[src/rtl/mixer_pkg.sv]
// Shared types and width helpers for the time-multiplexed PSG mixer.
// Widths are derived from the channel count so the accumulator can never wrap.
package mixer_pkg;

  localparam int MASTER_W = 4;

  typedef enum logic [1:0] {
    IDLE  = 2'd0,
    ACCUM = 2'd1,
    SCALE = 2'd2
  } mixState_t;

  function automatic int clog2(input int value);
    int result;
    result = 0;
    while ((1 << result) < value) result++;
    return result;
  endfunction

  function automatic int prodWidth(input int volW, input int envW);
    return volW + envW;
  endfunction

  // A single channel still gets one headroom bit.
  function automatic int accWidth(input int numCh, input int volW, input int envW);
    return prodWidth(volW, envW) + ((clog2(numCh) < 1) ? 1 : clog2(numCh));
  endfunction

  function automatic int idxWidth(input int numCh);
    return (clog2(numCh) < 1) ? 1 : clog2(numCh);
  endfunction

  function automatic int scaleWidth(input int accW);
    return accW + MASTER_W;
  endfunction

endpackage

[src/rtl/mixer_scale_sat.sv]
// Combinational master-volume gain, right shift and saturation to the output width.
// Zero latency, no flow control; shared with the stereo mixer variant.
module mixer_scale_sat
  import mixer_pkg::*;
#(
  parameter int ACC_W     = 10,
  parameter int OUT_W     = 8,
  parameter int OUT_SHIFT = 6
) (
  input  logic [ACC_W-1:0]    acc,
  input  logic [MASTER_W-1:0] master,
  output logic [OUT_W-1:0]    satOut
);

  localparam int SP_W = scaleWidth(ACC_W);

  logic [SP_W-1:0]     prod;
  logic [SP_W-1:0]     shifted;
  logic [MASTER_W:0]   gain;

  assign gain    = {1'b0, master} + (MASTER_W + 1)'(1);
  assign prod    = SP_W'(acc) * SP_W'(gain);
  assign shifted = prod >> OUT_SHIFT;

  // Clip anything that does not fit rather than letting it wrap.
  generate
    if (SP_W > OUT_W) begin : gSat
      assign satOut = (|shifted[SP_W-1:OUT_W]) ? {OUT_W{1'b1}} : shifted[OUT_W-1:0];
    end else begin : gPass
      assign satOut = OUT_W'(shifted);
    end
  endgenerate

endmodule

[src/rtl/mixer_seq.sv]
// Time-multiplexed PSG mixer: snapshot on sample_tick, one channel per clock, then scale.
// Result lands NUM_CH+2 cycles after the tick; ticks arriving while busy are dropped and flagged.
module mixer_seq
  import mixer_pkg::*;
#(
  parameter int NUM_CH    = 4,
  parameter int VOL_W     = 4,
  parameter int ENV_W     = 4,
  parameter int OUT_W     = 8,
  parameter int OUT_SHIFT = 6
) (
  input  logic                    clk,
  input  logic                    rst,
  input  logic                    sample_tick,
  input  logic [NUM_CH-1:0]       wave,
  input  logic [NUM_CH-1:0]       enable,
  input  logic [NUM_CH*VOL_W-1:0] volume,
  input  logic [NUM_CH*ENV_W-1:0] env,
  input  logic [MASTER_W-1:0]     master_vol,
  output logic [OUT_W-1:0]        mixout,
  output logic                    out_valid,
  output logic                    busy,
  output logic                    overrun
);

  localparam int PROD_W = prodWidth(VOL_W, ENV_W);
  localparam int ACC_W  = accWidth(NUM_CH, VOL_W, ENV_W);
  localparam int IDX_W  = idxWidth(NUM_CH);

  mixState_t state, nextState;

  logic [IDX_W-1:0]    idx;
  logic [ACC_W-1:0]    acc;
  logic [NUM_CH-1:0]   snapOn;
  logic [VOL_W-1:0]    snapVol [NUM_CH];
  logic [ENV_W-1:0]    snapEnv [NUM_CH];
  logic [MASTER_W-1:0] snapMaster;

  logic                startPass;
  logic                loadOut;
  logic                lastCh;
  logic [PROD_W-1:0]   term;
  logic [OUT_W-1:0]    scaled;

  assign busy   = (state != IDLE);
  assign lastCh = (idx == IDX_W'(NUM_CH - 1));

  always_ff @(posedge clk) begin
    if (rst) state <= IDLE;
    else     state <= nextState;
  end

  always_comb begin
    nextState = state;
    startPass = 1'b0;
    loadOut   = 1'b0;
    case (state)
      IDLE: begin
        if (sample_tick) begin
          startPass = 1'b1;
          nextState = ACCUM;
        end
      end
      ACCUM: begin
        if (lastCh) nextState = SCALE;
      end
      SCALE: begin
        loadOut   = 1'b1;
        nextState = IDLE;
      end
      default: nextState = IDLE;
    endcase
  end

  always_comb begin
    term = '0;
    if (snapOn[idx]) term = PROD_W'(snapVol[idx]) * PROD_W'(snapEnv[idx]);
  end

  mixer_scale_sat #(
    .ACC_W    (ACC_W),
    .OUT_W    (OUT_W),
    .OUT_SHIFT(OUT_SHIFT)
  ) uScale (
    .acc   (acc),
    .master(snapMaster),
    .satOut(scaled)
  );

  // Snapshot isolates the pass from input changes until the next accepted tick.
  always_ff @(posedge clk) begin
    if (!rst && startPass) begin
      snapOn     <= wave & enable;
      snapMaster <= master_vol;
      for (int i = 0; i < NUM_CH; i++) begin
        snapVol[i] <= volume[i*VOL_W +: VOL_W];
        snapEnv[i] <= env[i*ENV_W +: ENV_W];
      end
    end
  end

  always_ff @(posedge clk) begin
    if (rst) begin
      idx       <= '0;
      acc       <= '0;
      mixout    <= '0;
      out_valid <= 1'b0;
      overrun   <= 1'b0;
    end else begin
      out_valid <= loadOut;
      overrun   <= sample_tick && busy;
      if (startPass) begin
        acc <= '0;
        idx <= '0;
      end else if (state == ACCUM) begin
        acc <= acc + ACC_W'(term);
        idx <= lastCh ? '0 : idx + IDX_W'(1);
      end
      if (loadOut) mixout <= scaled;
    end
  end

endmodule

[config.mk]
export PLATFORM = sky130hd
export DESIGN_NAME = mixer_seq
export DESIGN_NICKNAME = d
export VERILOG_FILES = /design/src/rtl/mixer_pkg.sv /design/src/rtl/mixer_scale_sat.sv /design/src/rtl/mixer_seq.sv
export SDC_FILE = /design/constraint.sdc
export NUM_CORES = 1
export LEC_CHECK = 0
export CAP_MARGIN = 20
export CORE_MARGIN = 5
export CORE_UTILIZATION = 50
export DETAILED_ROUTE_END_ITERATION = 6
export GPL_TIMING_DRIVEN = 0
export PLACE_DENSITY = 0.73
export SETUP_SLACK_MARGIN = 0.1
export SYNTH_ARGS = -nofsm -noshare
export SYNTH_HDL_FRONTEND = slang
export SYNTH_SLANG_ARGS = --single-unit
[constraint.sdc]
create_clock -name clk -period 5.1 [get_ports clk]
set_input_delay 1.02 -clock clk [delete_from_list [all_inputs] [get_ports clk]]
set_output_delay 1.02 -clock clk [all_outputs]
set_load 0.01 [all_outputs]
==> results of run 1 <==
## worst max-delay path, cell delays in order (launching register included)
cell and delay (ps):
edfxtp_1 420, ha_1 260, and3_1 150, clkbuf_1 220, and2_1 240, fa_1 510
fa_1 540, inv_1 50, fa_1 530, inv_1 40, ha_1 340, and4b_4 240
a221oi_4 330, a21oi_2 130, a311oi_2 300, xnor2_1 90, a22o_1 190
## final cells by class
type,count,area [um2]
fillers,713,3270
clock inverters,7,105
plain buffers,11,50.0
well taps,108,135
multi-input cells,300,2650
repair buffers,57,581
clock buffers,9,124
inverters,46,173
flip-flops and latches,66,1720
## power groups by stage
stage / sequential [mW] / combinational (mW) / clock (mW)
6_report: 0.601 / 0.254 / 0.514
5_1_grt: 0.604 / 0.286 / 0.553
4_1_cts: 0.601 / 0.257 / 0.528
3_5_place_dp: 0.613 / 0.254 / 0
3_3_place_gp: 0.613 / 0.246 / 0
2_1_floorplan: 0.609 / 0.172 / 0
## logic make-up (layout without fill, tap and decap cells)
kind of cell / Yosys count / in the layout / synth area share [%]
xor+xnor: 21 / 21 / 4.02
mux: 13 / 13 / 5.06
compound gates: 65 / 65 / 9.77
simple gates: 132 / 132 / 15.3
flops: 66 / 66 / 37.7
fa+ha+maj: 69 / 69 / 23.3
buf+inv: 57 / 130 / 4.87
## metal layers
metal,vias to the layer above,part of all wire [%]
met3,9,4.7
met1,1548,50
met4,0,1.2
met2,64,44
met5,-,0
li1,1578,-
## stage by stage
| step | power [mW] | hold WS [ps] |
|---|---|---|
| 6_report | 1.37 | 472 |
| 5_1_grt | 1.44 | 503 |
| 4_1_cts | 1.39 | 475 |
| 3_5_place_dp | 0.867 | 457 |
| 3_3_place_gp | 0.859 | 449 |
| 2_1_floorplan | 0.782 | 478 |
## flip-flops by register name, summed over array words and instances (netlist names), named ones only
register,flops
snapMaster,4
snapVol,16
snapOn,4
snapEnv,16
idx,2
out_valid,1
acc,10
mixout,8
overrun,1
state,2
## timing repair
item                                    4_1_cts  5_1_grt
endpoints found under the setup margin        0        4
resized for setup                             0        2
endpoints found under the hold margin         0        0
## path summary, 6_finish.rpt
kind / to / slack [ps] / cells after the start
worst max-delay path: mixout[6]$_SDFFE_PP0P_ / 410 / 16
worst min-delay path: mixout[4]$_SDFFE_PP0P_ / 470 / 1
worst max register to register: mixout[6]$_SDFFE_PP0P_ / 410 / 16
worst min register to register: mixout[4]$_SDFFE_PP0P_ / 470 / 1
## cell usage after synthesis, types with 2 or more instances
cell type	n
xor2_1	10
and2_1	45
a22o_1	3
and3_1	3
o21a_1	5
edfxtp_1	40
a21o_1	8
o21bai_1	2
clkbuf_1	8
dfxtp_1	26
o22ai_1	2
nand2_1	30
fa_1	27
nor3_1	3
nor2b_1	7
a21oi_1	20
mux4_2	8
nand4_1	3
nand2b_1	10
ha_1	42
a211oi_1	4
nor2_1	22
mux2i_1	4
or3_1	2
inv_1	46
xnor2_1	11
o21ai_0	12
nand3_1	4
==> qor.txt, run 1 <==
status = completed
RSZ-0062 raised after global routing = false
setup violation total in the final timing report = 0
DR vias/cell = 5.30
commonest non-fill, non-tap cell in the layout = clkdlybuf4s50_1
Layout Utilization = 62.9%
Mapped Area = 0.00457 mm2
Iteration-0 DRC Markers = 180
H-Tree Level Count = 3
dpl cells = 588
post-DR wirelength/cell = 14.2 um
Skew-Pair Late Insertion Delay = 340 ps
grt total ovfl = 0
Synth Area per Inst = 10.8 um2
GRT Total Usage = 16.7%
power share of the combinational group = 18.6%
TritonCTS Buffers = 9
Flop pwr share = 43.9%
CTS tree = built
clk slew on worst S/H paths = 80 ps
worst hold path startpoint = mixout[4]$_SDFFE_PP0P_
WS Path Type = reg -> reg
type of origin of the critical path = register
Post-synth EDFFs = 40
peak fanout along the critical path = 10
dominant synthesized flop cell = edfxtp_1
Peak VDD IR = 0.000145 V
setup TNS = 0 ps
Final Critical Period = 4690 ps
Cell Int Power = 996 uW
Place WS = 310 ps
ANT nets after route = 0
met2 Usage GRT = 25.2%
Final GP Congestion = 0.860
Crit. Startpoint = snapMaster[0]$_DFFE_PP_
max_cap viols = 0
Max Freq = 213 MHz
Synth Instances = 423
first-pass iteration count of the detailed router = 4
Initial Util = 51.9%
vias in the first global route = 3,301
die area = 0.0112 mm2
Core Area = 0.00881 mm2
DRC Markers = 0
CP arrival = 4940 ps
post-synth top area share = 26.3%
power per cell area = 247 mW/mm2
largest net degree at the start of global routing = 37
Die H = 106 um
switching power = 373 uW
Ant. Diodes = 0
initial antenna violation count = 0
worst-margin pin slew = 523 ps
Setup Skew = 9.37 ps
post-CTS setup buffer count = 0
unique cell type count in the Yosys netlist = 44
met1 usage = 24.7%
CP endpoint kind = register
Via Count = 3,199
synth top area cells = edfxtp_1, fa_1, ha_1, dfxtp_1, and2_1
Setup WS post-layout = 406 ps
area grow syn2layout = 21.2%
post-layout instance area = 0.00554 mm2
row count = 34
Total Routed Length = 8.59 mm
Tcrit/Tclk final = 92.0%
Slew Viols, Final = 0
PortBufs = 56
Cell Area, Placed = 0.00529 mm2
Hold Buf Count CTS = 0
DPL Wire Length = 6.79 mm
first-pass GRT wire length = 15.1 mm
Syn Nets = 539
IO Count = 58
Bufs on Longest Clock Path = 2
fraction of layout cells with a size suffix above 1 = 7.46%
Yosys top cell by area = edfxtp_1
yosys warns = 0
Clock Sinks = 66
switch share = 27.2%
met3 usage in global routing = 3.42%
r2r startpoint = snapMaster[0]$_DFFE_PP_
clk root buf = clkbuf_8
critical path required time = 5340 ps
most utilized layer in the global route result = met2
non-filler cells, final = 604
flops & latches, synth = 66
worst min path class = reg -> reg
commonest cells after routing, fill and taps aside = clkdlybuf4s50_1, inv_1, and2_1
Final #Nets = 607
Clock Power Share = 37.5%
sequential share of the synthesized area = 37.7%
LEAKAGE = 2.38 nW
Hold Vio Cnt, Final = 0
Die X = 106 um
fraction of registers with async set/reset = 0%
slew margin rel. = 64.7%
Note: power is estimated with default switching activity, not from simulation.
==> run 2: changes to the inputs <==
--- a/config.mk
+++ b/config.mk
@@ -5,11 +5,11 @@
 export SDC_FILE = /design/constraint.sdc
 export NUM_CORES = 1
 export LEC_CHECK = 0
-export CAP_MARGIN = 20
 export CORE_MARGIN = 5
 export CORE_UTILIZATION = 50
 export DETAILED_ROUTE_END_ITERATION = 6
 export GPL_TIMING_DRIVEN = 0
+export HOLD_SLACK_MARGIN = 0.1
 export PLACE_DENSITY = 0.73
 export SETUP_SLACK_MARGIN = 0.1
 export SYNTH_ARGS = -nofsm -noshare
==> results of run 2 <==
The final DEF is identical to that of run 1; final timing and power are the same.
==> run 3: changes to the inputs <==
--- a/config.mk
+++ b/config.mk
@@ -8,9 +8,8 @@
 export CORE_MARGIN = 5
 export CORE_UTILIZATION = 50
 export DETAILED_ROUTE_END_ITERATION = 6
-export GPL_TIMING_DRIVEN = 0
 export HOLD_SLACK_MARGIN = 0.1
-export PLACE_DENSITY = 0.73
+export PLACE_DENSITY = 0.76
 export SETUP_SLACK_MARGIN = 0.1
 export SYNTH_ARGS = -nofsm -noshare
 export SYNTH_HDL_FRONTEND = slang
==> constraint.sdc (replaced) <==
create_clock -name clk -period 4.3 [get_ports clk]
set_input_delay 0.86 -clock clk [delete_from_list [all_inputs] [get_ports clk]]
set_output_delay 0.86 -clock clk [all_outputs]
set_load 0.01 [all_outputs]
==> qor.txt, run 3 (same netlist as run 1, synthesis figures left out) <==
Layout Utilization = 67.5%
Iteration-0 DRC Markers = 245
Skew-Pair Late Insertion Delay = 350 ps
worst-margin pin slew = 1040 ps
switch share = 28.2%
ANT nets after route = 0
Total Routed Length = 9.90 mm
Slew Viols, Final = 0
Hold Vio Cnt, Final = 0
Tcrit/Tclk final = 99.2%
Ant. Diodes = 0
status = completed
Cell Int Power = 1.23 mW
TritonCTS Buffers = 9
DR vias/cell = 5.48
Core Area = 0.00881 mm2
clk slew on worst S/H paths = 90 ps
Hold Buf Count CTS = 0
critical path required time = 4540 ps
LEAKAGE = 2.51 nW
first-pass iteration count of the detailed router = 5
setup violation total in the final timing report = 0
row count = 34
Max Freq = 234 MHz
WS Path Type = reg -> reg
initial antenna violation count = 0
Final Critical Period = 4270 ps
Initial Util = 51.9%
Setup WS post-layout = 33.7 ps
CP arrival = 4510 ps
DPL Wire Length = 7.30 mm
FILL cells = 609
grt total ovfl = 0
fraction of layout cells with a size suffix above 1 = 20.5%
Setup Skew = 10.6 ps
Final #Nets = 624
CTS tree = built
commonest non-fill, non-tap cell in the layout = clkdlybuf4s50_1
peak fanout along the critical path = 8
max_cap viols = 0
vias in the first global route = 3,237
IO Count = 58
first-pass GRT wire length = 15.7 mm
power share of the combinational group = 21.7%
Via Count = 3,400
worst min path class = reg -> reg
post-DR wirelength/cell = 15.9 um
RSZ-0062 raised after global routing = true
Die H = 106 um
area occupied by multi-input gates = 0.00288 mm2
register area = 0.00172 mm2
Clock Sinks = 66
Die X = 106 um
CP endpoint kind = register
GRT Total Usage = 17.4%
Largest regs = snapEnv (16), snapVol (16), acc (10)
largest net degree at the start of global routing = 41
power per cell area = 288 mW/mm2
Place WS = -63.0 ps
Bufs on Longest Clock Path = 2
Flop pwr share = 41.9%
die area = 0.0112 mm2
DRC Markers = 0
clk root buf = clkbuf_8
total chip power = 1.71 mW
commonest cells after routing, fill and taps aside = clkdlybuf4s50_1, and2_1, inv_1
Clock Power Share = 36.4%
PortBufs = 57
Peak VDD IR = 0.000288 V
type of origin of the critical path = register
switching power = 482 uW
Final GP Congestion = 0.831
H-Tree Level Count = 3
slew margin rel. = 30.6%
area grow syn2layout = 30.1%
==> run 3: changes by cell type in the layout (fill, tap and decap cells not counted), sizes merged <==
cell,before,now
clkbuf,17,9
clkdlybuf4s50,56,57
buf,4,28
==> run 3: layout make-up <==
class                           instances  area share [%]
Multi-Input combinational cell        300            48.4
Sequential cell                        66            29.0
Timing Repair Buffer                   85            13.5
Inverter                               46            2.90
Tap cell                              108            2.27
Clock buffer                            9            2.08
Clock inverter                          7            1.81
==> run 3: routing by layer <==
layer | track usage, % | wire length [um]
met1 | 25.4 | 4460
met4 | 3.79 | 91
met2 | 26.2 | 4700
met5 | 0 | 0
met3 | 4.52 | 640
==> run 3: power by group through the flow <==
stage                     logic [mW]  clock network (mW)  registers [mW]
after floorplan                0.209                   0           0.723
after global placement         0.307                   0           0.729
after detailed placement       0.317                   0           0.729
after CTS                      0.327               0.624           0.716
after global routing           0.412               0.660           0.719
final                          0.371               0.623           0.716
==> run 3: path summary, 6_finish.rpt <==
kind	start	to	slack, ps	depth (start not counted)
max	register	acc[9]$_SDFFE_PP0N_	30	20
min	mixout[4]$_SDFFE_PP0P_	mixout[4]$_SDFFE_PP0P_	480	1
max reg2reg	register	acc[9]$_SDFFE_PP0N_	30	20
min reg2reg	mixout[4]$_SDFFE_PP0P_	mixout[4]$_SDFFE_PP0P_	480	1
==> run 3: per-stage QoR <==
stage	setup TNS [ps]	instance area [um2]	hold WS [ps]	instances
2_1_floorplan	0	4610	478	423
3_3_place_gp	0	5390	452	592
3_5_place_dp	-153	5390	464	592
4_1_cts	0	5700	483	612
5_1_grt	-518	5950	510	621
6_report	0	5950	480	621
==> run 3: repair_timing <==
item                                    4_1_cts  5_1_grt
setup buffers                                 4        9
gates resized for setup                      14       39
pin swaps                                    12       39
endpoints found under the setup margin        7        9
==> run 3: worst max-delay path: stages (launching register included) <==
cell,delay (ps)
dfxtp_2,360
buf_12,130
mux4_2,560
nand2_2,100
fa_1,400
inv_1,90
fa_1,440
ha_1,280
a21o_1,170
a21oi_2,150
o21bai_1,70
a21oi_1,180
xor2_1,160
nor2_1,60
ha_1,330
a21o_1,190
nand3_2,80
nand2_2,60
o21ai_2,130
xor2_1,170
nor2_1,50
